**config.mk**
```make
export PLATFORM = sky130hd
export DESIGN_NAME = usb_tx_pcu_flat
export DESIGN_NICKNAME = d
export VERILOG_FILES = /design/src/rtl/usb_pkg.sv /design/src/rtl/usb_tx_pcu_if.sv /design/src/rtl/usb_crc16_byte.sv /design/src/rtl/usb_tx_pcu.sv /design/src/flat_wrapper.sv
export SDC_FILE = /design/constraint.sdc
export NUM_CORES = 1
export LEC_CHECK = 0
export ABC_AREA = 1
export BUFFER_PORTS_ARGS = -buffer_cell sky130_fd_sc_hd__buf_2
export CORE_MARGIN = 2
export CORE_UTILIZATION = 36
export DETAILED_ROUTE_END_ITERATION = 8
export PLACE_DENSITY = 0.65
export SETUP_SLACK_MARGIN = 0.1
export SLEW_MARGIN = 30
export SYNTH_ARGS = -nofsm -noshare
export SYNTH_HDL_FRONTEND = slang
export SYNTH_HIERARCHICAL = 1
export SYNTH_SLANG_ARGS = --single-unit
```
**constraint.sdc**
```tcl
create_clock -name clk -period 2 [get_ports clk]
set_input_delay 0.3 -clock clk [delete_from_list [all_inputs] [get_ports clk]]
set_output_delay 0.3 -clock clk [all_outputs]
set_load 0.02 [all_outputs]
```
**src/rtl/usb_pkg.sv**
```systemverilog
// Shared USB definitions: PID encodings, transmit request codes, CRC16 constants
// and the default SYNC byte, used by both the transmit and receive control units.
package usb_pkg;

   typedef enum logic [3:0] {
      PID_NONE  = 4'b0000,
      PID_OUT   = 4'b0001,
      PID_IN    = 4'b1001,
      PID_DATA0 = 4'b0011,
      PID_DATA1 = 4'b1011,
      PID_ACK   = 4'b0010,
      PID_NAK   = 4'b1010,
      PID_STALL = 4'b1110
   } pidType;

   localparam logic [2:0] REQ_NONE  = 3'd0;
   localparam logic [2:0] REQ_DATA0 = 3'd1;
   localparam logic [2:0] REQ_DATA1 = 3'd2;
   localparam logic [2:0] REQ_ACK   = 3'd3;
   localparam logic [2:0] REQ_NAK   = 3'd4;
   localparam logic [2:0] REQ_STALL = 3'd5;

   // Polynomial x^16+x^15+x^2+1; the reflected form suits LSB-first bytes.
   localparam logic [15:0] CRC16_POLY      = 16'h8005;
   localparam logic [15:0] CRC16_POLY_REFL = 16'hA001;
   localparam logic [15:0] CRC16_SEED      = 16'hFFFF;
   localparam logic [15:0] CRC16_RESIDUAL  = 16'h800D;

   localparam logic [7:0] SYNC_BYTE_DEFAULT = 8'h80;

   function automatic pidType req_to_pid(input logic [2:0] code);
      case (code)
         REQ_DATA0: return PID_DATA0;
         REQ_DATA1: return PID_DATA1;
         REQ_ACK:   return PID_ACK;
         REQ_NAK:   return PID_NAK;
         REQ_STALL: return PID_STALL;
         default:   return PID_NONE;
      endcase
   endfunction

endpackage

```
**src/rtl/usb_tx_pcu_if.sv**
```systemverilog
// Bundle between the transmit packet control unit and its neighbours: protocol
// request, packet FIFO and the byte-wide serializer handshake.
interface usb_tx_pcu_if;

   logic [2:0] tx_packet;
   logic [6:0] buffer_occupancy;
   logic [7:0] tx_packet_data;
   logic       byte_sent;
   logic       eop_done;
   logic       get_tx_packet_data;
   logic       load_byte;
   logic [7:0] tx_byte;
   logic       send_eop;
   logic       tx_transfer_active;
   logic       tx_done;
   logic       tx_error;
   logic       flush;

   modport slave (
      input  tx_packet, buffer_occupancy, tx_packet_data, byte_sent, eop_done,
      output get_tx_packet_data, load_byte, tx_byte, send_eop,
             tx_transfer_active, tx_done, tx_error, flush
   );

   modport master (
      output tx_packet, buffer_occupancy, tx_packet_data, byte_sent, eop_done,
      input  get_tx_packet_data, load_byte, tx_byte, send_eop,
             tx_transfer_active, tx_done, tx_error, flush
   );

endinterface

```
**src/rtl/usb_crc16_byte.sv**
```systemverilog
// Combinational USB CRC16 update over one byte, bits consumed LSB first.
module usb_crc16_byte
   import usb_pkg::*;
(
   input  logic [15:0] crc_in,
   input  logic [7:0]  data_byte,
   output logic [15:0] crc_out
);

   logic [15:0] crc;

   always_comb begin
      crc = crc_in;
      for (int i = 0; i < 8; i++) begin
         if (crc[0] ^ data_byte[i]) crc = (crc >> 1) ^ CRC16_POLY_REFL;
         else                       crc = crc >> 1;
      end
      crc_out = crc;
   end

endmodule

```
**src/rtl/usb_tx_pcu.sv**
```systemverilog
// USB transmit packet control unit: SYNC, PID, FIFO payload, CRC16 and EOP
// sequencing over a load/done byte handshake. Optional USB_TX_TIMEOUT_EN adds a
// serializer watchdog that aborts a stalled packet.
module usb_tx_pcu
   import usb_pkg::*;
#(
   parameter logic [7:0] SYNC_BYTE = SYNC_BYTE_DEFAULT,
   parameter int         MAX_DATA  = 64
`ifdef USB_TX_TIMEOUT_EN
   ,
   parameter int         TIMEOUT   = 1023
`endif
) (
   input  logic         clk,
   input  logic         n_rst,
   usb_tx_pcu_if.slave  bus
);

   typedef enum logic [3:0] {
      IDLE, SYNC_LD, SYNC_WT, PID_LD, PID_WT, DATA_LD, DATA_WT,
      CRC1_LD, CRC1_WT, CRC2_LD, CRC2_WT, EOP_REQ, EOP_WT, DONE, ERR
   } state_t;

   state_t      state, state_next;
   pidType      pid_q;
   logic [6:0]  count_q;
   logic [15:0] crc_q, crc_next;
   logic [7:0]  data_q;

   logic        req_data, req_ok, handshake_pkt;
   logic [3:0]  pid_bits;
   logic [15:0] crc_tx;

   assign req_data      = (bus.tx_packet == REQ_DATA0) || (bus.tx_packet == REQ_DATA1);
   assign req_ok        = (bus.tx_packet <= REQ_STALL) &&
                          !(req_data && (int'(bus.buffer_occupancy) > MAX_DATA));
   assign handshake_pkt = pid_q inside {PID_ACK, PID_NAK, PID_STALL};
   assign pid_bits      = pid_q;
   assign crc_tx        = ~crc_q;

   usb_crc16_byte u_crc (
      .crc_in    (crc_q),
      .data_byte (bus.tx_packet_data),
      .crc_out   (crc_next)
   );

`ifdef USB_TX_TIMEOUT_EN
   localparam int WDOG_W = $clog2(TIMEOUT + 1);

   logic [WDOG_W-1:0] wdog;
   logic              in_wait, timeout_hit;

   assign in_wait     = state inside {SYNC_WT, PID_WT, DATA_WT, CRC1_WT, CRC2_WT, EOP_WT};
   assign timeout_hit = in_wait && (wdog == WDOG_W'(TIMEOUT - 1));

   // Any state change restarts the count, so each wait gets the full budget.
   always_ff @(posedge clk or negedge n_rst) begin
      if (!n_rst)                   wdog <= '0;
      else if (state_next != state) wdog <= '0;
      else if (in_wait)             wdog <= wdog + WDOG_W'(1);
   end
`endif

   always_ff @(posedge clk or negedge n_rst) begin
      if (!n_rst) begin
         state   <= IDLE;
         pid_q   <= PID_NONE;
         count_q <= '0;
         crc_q   <= '0;
         data_q  <= '0;
      end else begin
         state <= state_next;
         if (state == IDLE && bus.tx_packet != REQ_NONE) begin
            pid_q   <= req_to_pid(bus.tx_packet);
            count_q <= req_data ? bus.buffer_occupancy : '0;
         end
         if (state == PID_LD) crc_q <= CRC16_SEED;
         if (state == DATA_LD) begin
            crc_q   <= crc_next;
            count_q <= count_q - 7'd1;
            data_q  <= bus.tx_packet_data;
         end
      end
   end

   always_comb begin
      state_next             = state;
      bus.get_tx_packet_data = 1'b0;
      bus.load_byte          = 1'b0;
      bus.tx_byte            = 8'h00;
      bus.send_eop           = 1'b0;
      bus.tx_done            = 1'b0;
      bus.tx_error           = 1'b0;
      bus.flush              = 1'b0;
      bus.tx_transfer_active = !(state inside {IDLE, DONE, ERR});

      case (state)
         IDLE: begin
            if (bus.tx_packet != REQ_NONE) state_next = req_ok ? SYNC_LD : ERR;
         end
         SYNC_LD: begin
            bus.load_byte = 1'b1;
            bus.tx_byte   = SYNC_BYTE;
            state_next    = SYNC_WT;
         end
         SYNC_WT: begin
            bus.tx_byte = SYNC_BYTE;
            if (bus.byte_sent) state_next = PID_LD;
         end
         PID_LD: begin
            bus.load_byte = 1'b1;
            bus.tx_byte   = {~pid_bits, pid_bits};
            state_next    = PID_WT;
         end
         PID_WT: begin
            bus.tx_byte = {~pid_bits, pid_bits};
            if (bus.byte_sent) begin
               if (handshake_pkt)       state_next = EOP_REQ;
               else if (count_q != '0)  state_next = DATA_LD;
               else                     state_next = CRC1_LD;
            end
         end
         DATA_LD: begin
            bus.get_tx_packet_data = 1'b1;
            bus.load_byte          = 1'b1;
            bus.tx_byte            = bus.tx_packet_data;
            state_next             = DATA_WT;
         end
         DATA_WT: begin
            bus.tx_byte = data_q;
            if (bus.byte_sent) state_next = (count_q != '0) ? DATA_LD : CRC1_LD;
         end
         CRC1_LD: begin
            bus.load_byte = 1'b1;
            bus.tx_byte   = crc_tx[7:0];
            state_next    = CRC1_WT;
         end
         CRC1_WT: begin
            bus.tx_byte = crc_tx[7:0];
            if (bus.byte_sent) state_next = CRC2_LD;
         end
         CRC2_LD: begin
            bus.load_byte = 1'b1;
            bus.tx_byte   = crc_tx[15:8];
            state_next    = CRC2_WT;
         end
         CRC2_WT: begin
            bus.tx_byte = crc_tx[15:8];
            if (bus.byte_sent) state_next = EOP_REQ;
         end
         EOP_REQ: begin
            bus.send_eop = 1'b1;
            state_next   = EOP_WT;
         end
         EOP_WT: begin
            if (bus.eop_done) state_next = DONE;
         end
         DONE: begin
            bus.tx_done = 1'b1;
            state_next  = IDLE;
         end
         ERR: begin
            bus.tx_error = 1'b1;
            bus.flush    = 1'b1;
            state_next   = IDLE;
         end
         default: state_next = IDLE;
      endcase

`ifdef USB_TX_TIMEOUT_EN
      if (timeout_hit && state_next == state) state_next = ERR;
`endif
   end

endmodule

```
**src/flat_wrapper.sv**
```systemverilog
// flat-port wrapper written by rule: the top's interface ports become plain ports
module usb_tx_pcu_flat import usb_pkg::*;
#(
   parameter logic [7:0] SYNC_BYTE = SYNC_BYTE_DEFAULT,
   parameter int         MAX_DATA  = 64

)
  (clk, n_rst, bus_tx_packet, bus_buffer_occupancy, bus_tx_packet_data, bus_byte_sent, bus_eop_done, bus_get_tx_packet_data, bus_load_byte, bus_tx_byte, bus_send_eop, bus_tx_transfer_active, bus_tx_done, bus_tx_error, bus_flush);
  usb_tx_pcu_if bus_i ();
  input  logic clk;
  input  logic n_rst;
  input wire logic [$bits(bus_i.tx_packet)-1:0] bus_tx_packet;
  input wire logic [$bits(bus_i.buffer_occupancy)-1:0] bus_buffer_occupancy;
  input wire logic [$bits(bus_i.tx_packet_data)-1:0] bus_tx_packet_data;
  input wire logic [$bits(bus_i.byte_sent)-1:0] bus_byte_sent;
  input wire logic [$bits(bus_i.eop_done)-1:0] bus_eop_done;
  output wire logic [$bits(bus_i.get_tx_packet_data)-1:0] bus_get_tx_packet_data;
  output wire logic [$bits(bus_i.load_byte)-1:0] bus_load_byte;
  output wire logic [$bits(bus_i.tx_byte)-1:0] bus_tx_byte;
  output wire logic [$bits(bus_i.send_eop)-1:0] bus_send_eop;
  output wire logic [$bits(bus_i.tx_transfer_active)-1:0] bus_tx_transfer_active;
  output wire logic [$bits(bus_i.tx_done)-1:0] bus_tx_done;
  output wire logic [$bits(bus_i.tx_error)-1:0] bus_tx_error;
  output wire logic [$bits(bus_i.flush)-1:0] bus_flush;
  assign bus_i.tx_packet = bus_tx_packet;
  assign bus_i.buffer_occupancy = bus_buffer_occupancy;
  assign bus_i.tx_packet_data = bus_tx_packet_data;
  assign bus_i.byte_sent = bus_byte_sent;
  assign bus_i.eop_done = bus_eop_done;
  assign bus_get_tx_packet_data = bus_i.get_tx_packet_data;
  assign bus_load_byte = bus_i.load_byte;
  assign bus_tx_byte = bus_i.tx_byte;
  assign bus_send_eop = bus_i.send_eop;
  assign bus_tx_transfer_active = bus_i.tx_transfer_active;
  assign bus_tx_done = bus_i.tx_done;
  assign bus_tx_error = bus_i.tx_error;
  assign bus_flush = bus_i.flush;
  usb_tx_pcu #(.SYNC_BYTE(SYNC_BYTE), .MAX_DATA(MAX_DATA)) u_core (.clk(clk), .n_rst(n_rst), .bus(bus_i));
endmodule
```
==> reports/results.env, run 1 <==
CTS.HTREE.LEVELS=2
CRIT_PATH_START_KIND='flip-flop'
ANTENNA_FOUND_INITIAL=0
WL_PER_CELL_UM=14.9
SYNTHMOSTINSTANTIATEDCELL='sky130_fd_sc_hd__nand2_1'
DRT-INITIAL-DRC-COUNT=156
DIE_HEIGHT_UM=92.8
CRITPATHREQUIREDTIME_PS=1700
FMAXACHIEVABLE_GHz=0.492
SYNTH.AVG_CELL_AREA_UM2=7.34
LEAKAGEPOWER_nW=2.01
SYNTH_SEQ_AREA_SHARE=0.343
SETUP_VIOL=4
DRTPASS1ITERATIONS=4
FINALMAXSLEWVIOLATIONS=0
YS.FLOP_TYPE='sky130_fd_sc_hd__dfrtp_1'
CLK_PIN_SLEW_PS=80
NUMPORTBUFFERS=36
NUM_ROWS=32
WORST_SLEW_MARGIN_REL=0.679
TRITONCTS_CLOCK_TREE='done'
CLOCK_SKEWS_PS=10.3
WARNINGS_SYNTHESIS=6
FP.DIEAREA_MM2=0.00862
DIE_X_UM=92.8
CRITICAL_PATH_CLASS='flip-flop to output pin'
FINAL-HOLD-VIOLATION-COUNT=0
NUM_ANTENNA_CELLS=0
CELLINTERNALPOWER_mW=3.11
CRIT_PATH_MAX_FANOUT=8
PROPORTION_OF_LAYOUT_CELLS_WITH_A_DRIVE_SUFFIX_ABOVE_1=0.422
FIN_SETUP_TNS_PS=-55.6
ROUTE.DETAILED.DRC=0
MAX_CAP_VIOL_COUNT=0
OUTCOME='finished, violations left'
COMMONEST_CELLS_IN_THE_NETLIST='sky130_fd_sc_hd__nand2_1 (81), sky130_fd_sc_hd__inv_1 (52), sky130_fd_sc_hd__nor2_1 (41)'
GP_CONGESTION=0.883
SYNTH-ASYNC-RESET-RATIO=1.00
POWER.SHARE.SWITCHING=0.498
FIN_CRIT_SH=1.02
CLOCKROOTBUFFER='sky130_fd_sc_hd__clkbuf_8'
DP.FINAL_HPWL_UM=5430
CORE_AREA_MM2=0.00769
MAX_SLEW.WORST_PIN.SLEW_PS=481
NETS_FINAL=486
CTSLONGESTPATHBUFFERS=2
SYNTH_ENABLE_FLOP_CELLS=0
SYNTHDOMINANTCELLAREASHARE=0.343
DETAILROUTE.VIA_COUNT=2819
TRITONCTS.NUM_BUFFERS=5
GRT_SETUP_UNREPAIRED='yes'
WORST_VDD_RAIL_IR_DROP_mV=0.850
FINAL.MIN_CLOCK_PERIOD_PS=2030
CRIT_ARRIVAL_PS=1730
POWER.DENSITY_CELL_AREA_mW_PER_MM2=1590
VIOLATIONS='setup timing'
YS_TYPES=35
PIN_COUNT=37
SYNTH.CELL_AREA_MM2=0.00284
SHARE_OF_THE_CORE_FILLED_WITH_CELLS=0.508
TIMING.HOLD.WORST.CLASS='input port to flip-flop'
GRT_REMAINING_OVERFLOW=0
CLOCK_SHARE_OF_POWER=0.092
FINAL_DESIGN_AREA_NO_FILL_MM2=0.00391
CRIT_PATH_CAPTURE_TYPE='output pin'
SYN_INST=387
POWER.SHARE.COMBINATIONAL=0.682
FIN_WS_PS=-32.4
DPL-INSTANCE-AREA_MM2=0.00317
WORST_SKEW_LATE_LATENCY_PS=300
CLOCK_SINK_TOTAL=39
TOTAL_POWER_mW=6.20
AREA_DELTA_SYNTH_FINAL_PCT=37.6
DRT.ANTENNA.VIOLATING_NETS=0
R2R_SLACK_PS=0
START_UTIL=0.370
LAYOUT.FILLER_CELLS=727
R2R-START='u_core/crc_q[1]'
YS_SEQ_ELEMENTS=39
GR_USAGE_TOTAL=0.185
TOTAL_SWITCHING_POWER_mW=3.09
GLOBAL_ROUTE_WIRE_LENGTH_BEFORE_REPAIR_UM=12700
WORSTHOLDSTART='bus_buffer_occupancy[1]'
POST_SYNTH_MAIN_AREA_CONTRIBUTORS='sky130_fd_sc_hd__dfrtp_1 (34%), sky130_fd_sc_hd__nand2_1 (11%), sky130_fd_sc_hd__inv_1 (6.9%)'
SYNTH.NET_COUNT=411
SYNTH.LARGEST_AREA_CELL='sky130_fd_sc_hd__dfrtp_1'
WIRELENGTH_UM=8400
GRT_PASS1_VIAS=2677
GRT_START_MAX_NET_PINS=25
CP-STARTPOINT='u_core/state[1]'
SEQPWRFRAC=0.226
DRT-VIAS-PER-INSTANCE=5.00
[final cells by class]
class                           instances  area (um2)  area share
Multi-Input combinational cell        272        1860       0.477
Timing Repair Buffer                   81         598       0.153
Tap cell                              102         128      0.0327
Inverter                               63         251      0.0643
Sequential cell                        39         981       0.251
Clock inverter                          1        5.00     0.00128
Clock buffer                            6        82.6      0.0211
[layer usage]
metal	part of all wire	up-vias	GRT usage
met5	0	-	0
met4	0.015	0	0.0429
met2	0.50	83	0.322
li1	-	1375	-
met1	0.44	1347	0.243
met3	0.044	14	0.0260
[sequential cells by signal (all words and copies together), names as in the netlist]
name / cells
u_core/data_q: 8
u_core/count_q: 7
u_core/crc_q: 16
u_core/state: 4
u_core/pid_bits: 4
[path summary, 6_finish.rpt]
check	endpoint	cells after the start
max	bus_tx_byte[5]	9
min	u_core/count_q[1]	3
max reg2reg	u_core/crc_q[0]	16
min reg2reg	u_core/count_q[0]	2
max in group asynchronous	u_core/state[0]	3
min in group asynchronous	u_core/crc_q[1]	2
[worst max-delay path, cell delays in order (launching register included)]
cell and delay, ps:
sky130_fd_sc_hd__dfrtp_2 490, sky130_fd_sc_hd__inv_4 100, sky130_fd_sc_hd__nand2_4 70, sky130_fd_sc_hd__nor2_4 120
sky130_fd_sc_hd__buf_6 160, sky130_fd_sc_hd__nand2_2 80, sky130_fd_sc_hd__o21ai_4 70, sky130_fd_sc_hd__a21oi_2 50
sky130_fd_sc_hd__o211ai_1 110, sky130_fd_sc_hd__buf_4 180
[kinds of logic (layout without fill, tap and decap cells)]
group,count (synthesis),count (layout),share of synthesized area
AOI/OAI and AO/OA,69,69,0.134
xor gates and xnor gates,16,16,0.0810
adders and majority gates,2,2,0.00881
buffers and inverters,76,151,0.118
DFF,39,39,0.343
and+or+nand+nor,185,185,0.314
[placed cells by master, fill, tap and decap left out, types with 8 or more instances in the layout]
master | synthesis | routed
sky130_fd_sc_hd__inv_1 | 52 | 47
sky130_fd_sc_hd__o211ai_1 | 8 | 8
sky130_fd_sc_hd__buf_2 | 2 | 28
sky130_fd_sc_hd__o21ai_0 | 17 | 16
sky130_fd_sc_hd__nand3_1 | 27 | 18
sky130_fd_sc_hd__dfrtp_1 | 39 | 35
sky130_fd_sc_hd__nor2_1 | 41 | 36
sky130_fd_sc_hd__buf_4 | 7 | 45
sky130_fd_sc_hd__nand2_4 | 5 | 23
sky130_fd_sc_hd__inv_2 | 10 | 11
sky130_fd_sc_hd__a21oi_1 | 28 | 21
sky130_fd_sc_hd__nand2_2 | 12 | 16
sky130_fd_sc_hd__nand3_2 | 3 | 8
sky130_fd_sc_hd__nand2_1 | 81 | 59
[stage by stage]
stage | instances | hold WS (ps) | worst slack, ps
after floorplan | 387 | 4.41 | 227
after global placement | 525 | 288 | 71.3
after detailed placement | 525 | 291 | -16.5
after CTS | 550 | 264 | -17.3
after global routing | 564 | 279 | -102
final | 564 | 258 | -32.4
[power groups by stage]
stage	Combinational (mW)	Sequential [mW]	Clock, mW
after CTS	3.56	1.37	0.579
after detailed placement	3.02	1.38	0
after floorplan	2.33	1.31	0
final	4.23	1.40	0.573
after global placement	2.98	1.37	0
after global routing	4.57	1.44	0.613
[timing repair]
action,in CTS,in global routing
hold buffers,1,0
endpoints found under the hold margin,18,0
setup endpoints to repair,13,17
cloned,1,1
pin swaps,13,27
gates resized for setup,50,59
buffers inserted,16,14
No activity file was read; power rests on OpenSTA's default activity.
==> run 2, diff against run 1 <==
ABC_AREA = default   (was 1)
PLACE_DENSITY = 0.66   (was 0.65)
clock period = 2.15 ns   (was 2 ns; I/O delays follow)
==> run 2 against run 1 <==
Die area fell by 12%. Critical endpoint unchanged. The run now ends clean. Largest power group unchanged. Combinational power fell by 17%. Power fell by 12%. First-iteration DRC count fell by 26%.
==> reports/results.env, run 2 <==
OUTCOME='finished clean'  # was finished, violations left
MOSTFREQUENTLAYOUTCELLS='sky130_fd_sc_hd__nand2_1 (39), sky130_fd_sc_hd__dfrtp_1 (35), sky130_fd_sc_hd__buf_4 (34)'  # was sky130_fd_sc_hd__nand2_1 (59), sky130_fd_sc_hd__inv_1 (47), sky130_fd_sc_hd__buf_4 (45)
GR_USAGE_TOTAL=0.182  # was 0.185
SYNTH.AVG_CELL_AREA_UM2=9.03  # was 7.34 um2
TRITONCTS.NUM_BUFFERS=5  # unchanged
GP_CONGESTION=0.808  # was 0.883
FINAL_DESIGN_AREA_NO_FILL_MM2=0.00327  # was 0.00391 mm2
WARNINGS_SYNTHESIS=6  # unchanged
YS.FLOP_TYPE='sky130_fd_sc_hd__dfrtp_1'  # unchanged
DRTPASS1ITERATIONS=4  # unchanged
SYNTHMOSTINSTANTIATEDCELL='sky130_fd_sc_hd__nand2_1'  # unchanged
CRITPATHREQUIREDTIME_PS=1830  # was 1700 ps
REGISTERS.TOP_BY_FF_COUNT='u_core/crc_q'  # unchanged
LEAKAGEPOWER_nW=1.39  # was 2.01 nW
START_UTIL=0.369  # was 0.370
TOTAL_SWITCHING_POWER_mW=2.34  # was 3.09 mW
WORST_VDD_RAIL_IR_DROP_mV=0.771  # was 0.850 mV
SYNTH_SEQ_AREA_SHARE=0.393  # was 0.343
SYNTH_ENABLE_FLOP_CELLS=0  # unchanged
LARGEST_REGISTER_FFS=16  # unchanged
CRIT_ARRIVAL_PS=1830  # was 1730 ps
MOSTFREQUENTLAYOUTCELL='sky130_fd_sc_hd__nand2_1'  # unchanged
WORST_SLEW_MARGIN_REL=0.549  # was 0.679
CP_CELL_SEQUENCE='nor2b_4, o2bb2a_4, buf_12, nor2_2, a221oi_2, o221ai_2, buf_2'  # was inv_4, nand2_4, nor2_4, buf_6, nand2_2, o21ai_4, a21oi_2, o211ai_1, buf_4
R2R_SLACK_PS=170  # was 0 ps
SYN_INST=275  # was 387
NETS_FINAL=353  # was 486
NUMPORTBUFFERS=36  # unchanged
WORST_PATH_DOMINANT_CELL_FAMILY='compound AO/OA/AOI/OAI gates'  # was flip-flops
DIE_HEIGHT_UM=87.0  # was 92.8 um
CORE_AREA_MM2=0.00672  # was 0.00769 mm2
CLOCK_SINK_TOTAL=39  # unchanged
CRIT_PATH_TOP_DELAY_CELL='sky130_fd_sc_hd__dfrtp_2'  # unchanged
PIN_COUNT=37  # unchanged
CRITICAL_PATH_CLASS='flip-flop to output pin'  # unchanged
WL_PER_CELL_UM=16.0  # was 14.9 um
DP.FINAL_HPWL_UM=4600  # was 5430 um
CLOCK_SHARE_OF_POWER=0.089  # was 0.092
POWER.DENSITY_CELL_AREA_mW_PER_MM2=1670  # was 1590 mW/mm2
FINAL-HOLD-VIOLATION-COUNT=0  # unchanged
DIE_X_UM=87.0  # was 92.8 um
DRT-INITIAL-DRC-COUNT=115  # was 156
GLOBAL_ROUTE_WIRE_LENGTH_BEFORE_REPAIR_UM=10900  # was 12700 um
AREA_DELTA_SYNTH_FINAL_PCT=31.9  # was 37.6%
CLOCK_SKEWS_PS=14.6  # was 10.3 ps
NUM_ROWS=30  # was 32
HOLD-WORST-SLACK_PS=26.1  # was 258 ps
MAX_SLEW.WORST_PIN.SLEW_PS=676  # was 481 ps
LARGESTREGISTERS='u_core/crc_q x16, u_core/data_q x8, u_core/count_q x7'  # unchanged
WIRELENGTH_UM=6570  # was 8400 um
CTS_HOLD_BUF=0  # was 1
GRT_SETUP_UNREPAIRED='yes'  # unchanged
FINAL.MIN_CLOCK_PERIOD_PS=2150
DPL-INSTANCE-AREA_MM2=0.00279  # was 0.00317 mm2
CELLINTERNALPOWER_mW=3.12  # was 3.11 mW
YS_SEQ_ELEMENTS=39  # unchanged
CRIT_PATH_START_KIND='flip-flop'  # unchanged
FINALMAXSLEWVIOLATIONS=0  # unchanged
CP.BUFFERS_INVERTERS=2  # was 3
DRT-VIAS-PER-INSTANCE=5.48  # was 5.00
FMAXACHIEVABLE_GHz=0.465
SYNTH.NET_COUNT=299  # was 411
TRITONCTS_CLOCK_TREE='done'  # unchanged
POWER.SHARE.COMBINATIONAL=0.645  # was 0.682
PLACEMENT.SETUP.WORST_SLACK_PS=13.6  # was -16.5 ps
PROPORTION_OF_LAYOUT_CELLS_WITH_A_DRIVE_SUFFIX_ABOVE_1=0.382  # was 0.422
TIMING.HOLD.WORST.CLASS='input port to asynchronous set/reset pin'  # was input port to flip-flop
GRT_REMAINING_OVERFLOW=0  # unchanged
SYNTH.LARGEST_AREA_CELL='sky130_fd_sc_hd__dfrtp_1'  # unchanged
GRT_PASS1_VIAS=2223  # was 2677
FIN_WS_PS=1.60  # was -32.4 ps
CTSLONGESTPATHBUFFERS=2  # unchanged
SHARE_OF_THE_CORE_FILLED_WITH_CELLS=0.487  # was 0.508
SEQPWRFRAC=0.266  # was 0.226
CLK_PIN_SLEW_PS=80  # about the same
CTS.HTREE.LEVELS=2  # unchanged
SYNTH.CELL_AREA_MM2=0.00248  # was 0.00284 mm2
LARGEST_STAGE_DELAY_WORST_PATH_PS=450  # was 490 ps
POWER.SHARE.SWITCHING=0.429  # was 0.498
FP.DIEAREA_MM2=0.00758  # was 0.00862 mm2
COMMONEST_CELLS_IN_THE_NETLIST='sky130_fd_sc_hd__nand2_1 (42), sky130_fd_sc_hd__dfrtp_1 (39), sky130_fd_sc_hd__nor2_1 (23)'  # was sky130_fd_sc_hd__nand2_1 (81), sky130_fd_sc_hd__inv_1 (52), sky130_fd_sc_hd__nor2_1 (41)
SETUP_VIOL=0  # was 4
CRIT_PATH_MAX_FANOUT=8  # unchanged
SYNTHDOMINANTCELLAREASHARE=0.393  # was 0.343
CLOCKROOTBUFFER='sky130_fd_sc_hd__clkbuf_8'  # unchanged
WORST_SKEW_LATE_LATENCY_PS=290  # was 300 ps
GRT_START_MAX_NET_PINS=28  # was 25
FIN_CRIT_SH=0.999
CRIT_PATH_CAPTURE_TYPE='output pin'  # unchanged
ROUTE.DETAILED.DRC=0  # unchanged
NUM_ANTENNA_CELLS=0  # unchanged
POST_SYNTH_MAIN_AREA_CONTRIBUTORS='sky130_fd_sc_hd__dfrtp_1 (39%), sky130_fd_sc_hd__nand2_1 (6.4%), sky130_fd_sc_hd__o22a_1 (6.0%)'  # was sky130_fd_sc_hd__dfrtp_1 (34%), sky130_fd_sc_hd__nand2_1 (11%), sky130_fd_sc_hd__inv_1 (6.9%)
DETAILROUTE.VIA_COUNT=2246  # was 2819
MAX_CAP_VIOL_COUNT=0  # unchanged
ANTENNA_FOUND_INITIAL=0  # unchanged
DRT.ANTENNA.VIOLATING_NETS=0  # unchanged
SYNTH-ASYNC-RESET-RATIO=1.00  # unchanged
YS_TYPES=58  # was 35
==> run 2: changes by cell type in the layout (fill, tap and decap cells not counted), moves of 10 or more <==
cell and change:
sky130_fd_sc_hd__nand2_1 -20, sky130_fd_sc_hd__xnor2_1 +10, sky130_fd_sc_hd__nand2_4 -22, sky130_fd_sc_hd__inv_2 -11, sky130_fd_sc_hd__o22a_1 +17, sky130_fd_sc_hd__nor2_1 -21, sky130_fd_sc_hd__nand3_1 -16, sky130_fd_sc_hd__buf_4 -11
sky130_fd_sc_hd__nand2_2 -13, sky130_fd_sc_hd__inv_1 -43, sky130_fd_sc_hd__a21oi_1 -11
==> run 2: stage by stage <==
| stage | setup TNS, ps | instances | total power, mW |
|---|---|---|---|
| final | 0 | 410 | 5.46 |
| after global routing | -115 | 410 | 5.85 |
| after CTS | 0 | 407 | 5.25 |
| after detailed placement | 0 | 388 | 4.20 |
| after global placement | -13.5 | 388 | 4.14 |
| after floorplan | 0 | 275 | 3.44 |
==> run 2: kinds of logic (layout without fill, tap and decap cells) <==
kind of cell	Yosys count	after routing	synth area share
flops	39	39	0.393
compound gates	80	80	0.239
fa+ha+maj	2	2	0.0101
buf+inv	28	83	0.0605
xor+xnor	23	23	0.0932
mux	1	1	0.00403
simple gates	102	102	0.200
==> run 2: final cells by class <==
class,instances,area (um2)
Fill cell,612,3450
Multi-Input combinational cell,208,1600
Sequential cell,39,981
Timing Repair Buffer,70,488
Tap cell,80,100
Clock buffer,7,76.3
Inverter,5,26.3
Clock inverter,1,5.00
==> run 2: per-layer routing <==
| layer | wire length [um] | global-route usage | vias to the layer above |
|---|---|---|---|
| met5 | 0 | 0 | - |
| met4 | 41 | 0.0511 | 0 |
| met3 | 314 | 0.0284 | 2 |
| met2 | 3140 | 0.288 | 56 |
| met1 | 3080 | 0.257 | 1090 |
| li1 | - | - | 1098 |
==> run 2: power groups by stage <==
stage	Clock (mW)	Combinational, mW	Sequential, mW
2_1_floorplan	0	2.17	1.27
3_3_place_gp	0	2.77	1.38
3_5_place_dp	0	2.81	1.39
4_1_cts	0.502	3.31	1.44
5_1_grt	0.532	3.82	1.50
6_report	0.488	3.52	1.45
==> run 2: worst paths after layout <==
path	startpoint	to	cells after the start
min reg2reg	u_core/count_q[3]	u_core/count_q[3]	1
max	u_core/state[3]	bus_tx_byte[5]	7
max reg2reg	u_core/state[3]	u_core/count_q[3]	8
min in group clk	bus_buffer_occupancy[4]	u_core/count_q[4]	3
max in group asynchronous	n_rst	u_core/state[1]	2
min	n_rst	u_core/data_q[0]	1
==> run 2: timing repair <==
action                                 4_1_cts  5_1_grt
gates resized for setup                     52       16
pin swaps                                   11       10
setup buffers                               11        3
endpoints found under the hold margin        0        0
setup endpoints to repair                   10       14
==> run 3, diff against run 2 <==
--- a/constraint.sdc
+++ b/constraint.sdc
@@ -3,2 +3,2 @@
 set_output_delay 0.3225 -clock clk [all_outputs]
-set_load 0.02 [all_outputs]
+set_load 0.005 [all_outputs]
==> run 3 against run 2 <==
Clock power grew 23%. Register-to-register slack got worse by 20 ps. Count of clock-buffer cells in the layout shrank 2. Largest cell class unchanged. Highest routed layer unchanged.
==> reports/results.env, run 3 (synthesis results as in run 2) <==
POWER.DENSITY_CELL_AREA_mW_PER_MM2=1630  # was 1670 mW/mm2
FIN_CRIT_SH=0.956  # was 0.999
TRITONCTS.NUM_BUFFERS=5  # unchanged
POWER.SHARE.COMBINATIONAL=0.617  # was 0.645
CRIT_ARRIVAL_PS=1730  # was 1830 ps
FINALMAXSLEWVIOLATIONS=0  # unchanged
GR_USAGE_TOTAL=0.185  # was 0.182
PIN_COUNT=37  # unchanged
DRT.ANTENNA.VIOLATING_NETS=0  # unchanged
PLACEMENT.SETUP.WORST_SLACK_PS=44.2  # was 13.6 ps
TIMING.HOLD.WORST.CLASS='input port to flip-flop'  # was input port to asynchronous set/reset pin
CLOCKROOTBUFFER='sky130_fd_sc_hd__clkbuf_8'  # unchanged
NUMPORTBUFFERS=36  # unchanged
CLK_PIN_SLEW_PS=90  # was 80 ps
GRT_PASS1_VIAS=2231  # was 2223
CORE_AREA_MM2=0.00672  # unchanged
DIE_X_UM=87.0  # unchanged
CRITICAL_PATH_CLASS='flip-flop to output pin'  # unchanged
WIRELENGTH_UM=6780  # was 6570 um
CTS.HTREE.LEVELS=2  # unchanged
MOSTFREQUENTLAYOUTCELL='sky130_fd_sc_hd__nand2_1'  # unchanged
SEQPWRFRAC=0.271  # was 0.266
CTSLONGESTPATHBUFFERS=2  # unchanged
CP_CELL_SEQUENCE='buf_4, nor2b_4, o21ai_2, buf_4, o211ai_1, buf_2'  # was nor2b_4, o2bb2a_4, buf_12, nor2_2, a221oi_2, o221ai_2, buf_2
WORSTHOLDSTART='bus_buffer_occupancy[4]'
DRT-VIAS-PER-INSTANCE=5.55  # was 5.48
OUTCOME='finished clean'  # unchanged
GRT_START_MAX_NET_PINS=25  # was 28
GRT_REMAINING_OVERFLOW=0  # unchanged
CP_COMMON_CELL='sky130_fd_sc_hd__buf_4'
CRIT_PATH_TOP_DELAY_CELL='sky130_fd_sc_hd__dfrtp_2'  # unchanged
LARGEST_STAGE_DELAY_WORST_PATH_PS=470  # was 450 ps
WORST_SLEW_MARGIN_REL=0.542  # was 0.549
FMAXACHIEVABLE_GHz=0.486  # was 0.465 GHz
CRIT_PATH_MAX_FANOUT=7  # was 8
WORST_SKEW_LATE_LATENCY_PS=300  # was 290 ps
FIN_WS_PS=94.3  # was 1.60 ps
WORST_VDD_RAIL_IR_DROP_mV=0.602  # was 0.771 mV
LEAKAGEPOWER_nW=1.42  # was 1.39 nW
MAX_CAP_VIOL_COUNT=0  # unchanged
GRT_SETUP_UNREPAIRED='yes'  # unchanged
ROUTE.DETAILED.DRC=0  # unchanged
NUM_ANTENNA_CELLS=0  # unchanged
START_UTIL=0.369  # unchanged
REGISTERS.TOP_BY_FF_COUNT='u_core/crc_q'  # unchanged
CLOCK_SHARE_OF_POWER=0.112  # was 0.089
PROPORTION_OF_LAYOUT_CELLS_WITH_A_DRIVE_SUFFIX_ABOVE_1=0.375  # was 0.382
DETAILROUTE.VIA_COUNT=2281  # was 2246
GLOBAL_ROUTE_WIRE_LENGTH_BEFORE_REPAIR_UM=11000  # was 10900 um
DRTPASS1ITERATIONS=4  # unchanged
MOSTFREQUENTLAYOUTCELLS='sky130_fd_sc_hd__nand2_1 (40), sky130_fd_sc_hd__buf_2 (36), sky130_fd_sc_hd__dfrtp_1 (36)'  # was sky130_fd_sc_hd__nand2_1 (39), sky130_fd_sc_hd__dfrtp_1 (35), sky130_fd_sc_hd__buf_4 (34)
CLOCK_SINK_TOTAL=39  # unchanged
FINAL-HOLD-VIOLATION-COUNT=0  # unchanged
CELLINTERNALPOWER_mW=3.15  # was 3.12 mW
WL_PER_CELL_UM=16.5  # was 16.0 um
LARGEST_REGISTER_FFS=16  # unchanged
FP.DIEAREA_MM2=0.00758  # unchanged
POWER.SHARE.SWITCHING=0.413  # was 0.429
ANTENNA_FOUND_INITIAL=0  # unchanged
DIE_HEIGHT_UM=87.0  # unchanged
CRIT_PATH_CAPTURE_TYPE='output pin'  # unchanged
LARGESTREGISTERS='u_core/crc_q x16, u_core/data_q x8, u_core/count_q x7'  # unchanged
FIN_SETUP_TNS_PS=0  # unchanged
FINAL.MIN_CLOCK_PERIOD_PS=2060  # was 2150 ps
TOTAL_POWER_mW=5.36  # was 5.46 mW
GP_CONGESTION=0.832  # was 0.808
DP.FINAL_HPWL_UM=4610  # was 4600 um
MAX_SLEW.WORST_PIN.SLEW_PS=687  # was 676 ps
CLOCK_SKEWS_PS=12.9  # was 14.6 ps
NETS_FINAL=355  # was 353
TOTAL_SWITCHING_POWER_mW=2.21  # was 2.34 mW
SETUP_VIOL=0  # unchanged
R2R-START='u_core/crc_q[2]'  # was u_core/state[3]
NUM_ROWS=30  # unchanged
TRITONCTS_CLOCK_TREE='done'  # unchanged
CP-STARTPOINT='u_core/state[1]'  # was u_core/state[3]
AREA_DELTA_SYNTH_FINAL_PCT=32.3  # was 31.9%
CRIT_PATH_START_KIND='flip-flop'  # unchanged
CRITPATHREQUIREDTIME_PS=1830  # about the same
DRT-INITIAL-DRC-COUNT=154  # was 115
-- run 3: cell count changes in the layout (fill, tap and decap cells not counted), moves of 3 or more --
cell                       before  now
sky130_fd_sc_hd__o221ai_2       4    0
sky130_fd_sc_hd__o221ai_1       0    4
sky130_fd_sc_hd__nor2_2         5    0
sky130_fd_sc_hd__buf_4         34   31
sky130_fd_sc_hd__buf_6          6    3
sky130_fd_sc_hd__nor2_1        15   18
sky130_fd_sc_hd__buf_2         29   36
-- run 3: worst max-delay path: cells and delay by family (launching register included) --
family / cells / cell delay, ps
buffers and inverters: 3 / 490
DFF: 1 / 470
AOI/OAI and AO/OA: 2 / 310
and+or+nand+nor: 1 / 160
-- run 3: final timing paths --
kind | to | slack (ps) | cells after the start
min in group asynchronous | u_core/data_q[1] | 490 | 2
setup reg to reg | u_core/crc_q[0] | 150 | 5
hold reg to reg | u_core/count_q[3] | 480 | 1
max in group asynchronous | u_core/count_q[2] | 1120 | 3
setup / recovery | bus_tx_byte[2] | 90 | 6
hold / removal | u_core/count_q[4] | 260 | 3
-- run 3: layout make-up --
| cell class | instances | area [um2] |
|---|---|---|
| Fill cell | 606 | 3430 |
| Multi-Input combinational cell | 208 | 1590 |
| Sequential cell | 39 | 980 |
| Timing Repair Buffer | 72 | 477 |
| Tap cell | 80 | 100 |
| Clock buffer | 5 | 68.8 |
| Clock inverter | 2 | 37.5 |
| Inverter | 5 | 28.8 |
-- run 3: per-stage QoR --
step / area (um2) / instances / hold WS [ps] / util
final: 3280 / 411 / 263 / 0.489
after global routing: 3280 / 411 / 272 / 0.489
after CTS: 3150 / 403 / 259 / 0.468
after detailed placement: 2790 / 387 / 284 / 0.415
after global placement: 2790 / 387 / 277 / 0.415
after floorplan: 2480 / 275 / 26.9 / -
-- run 3: timing repair --
| item | CTS | global route |
|---|---|---|
| endpoints found under the setup margin | 10 | 11 |
| hold buffers | 1 | 0 |
| endpoints found under the hold margin | 17 | 0 |
| resized for setup | 42 | 18 |
| setup buffers | 8 | 8 |
| pin swaps | 13 | 11 |
-- run 3: per-layer routing --
metal | share of wire | routed length [um] | GRT usage | vias up
li1 | - | - | - | 1108
met1 | 0.46 | 3110 | 0.255 | 1107
met2 | 0.49 | 3310 | 0.294 | 60
met3 | 0.041 | 277 | 0.0265 | 6
met4 | 0.013 | 90 | 0.0696 | 0
met5 | 0 | 0 | 0 | -
-- run 3: power groups by stage --
stage / logic, mW / clock network [mW] / registers, mW
after global routing: 3.57 / 0.645 / 1.50
after detailed placement: 2.61 / 0 / 1.39
after floorplan: 2.02 / 0 / 1.27
after global placement: 2.58 / 0 / 1.38
final: 3.31 / 0.602 / 1.45
after CTS: 3.04 / 0.617 / 1.42
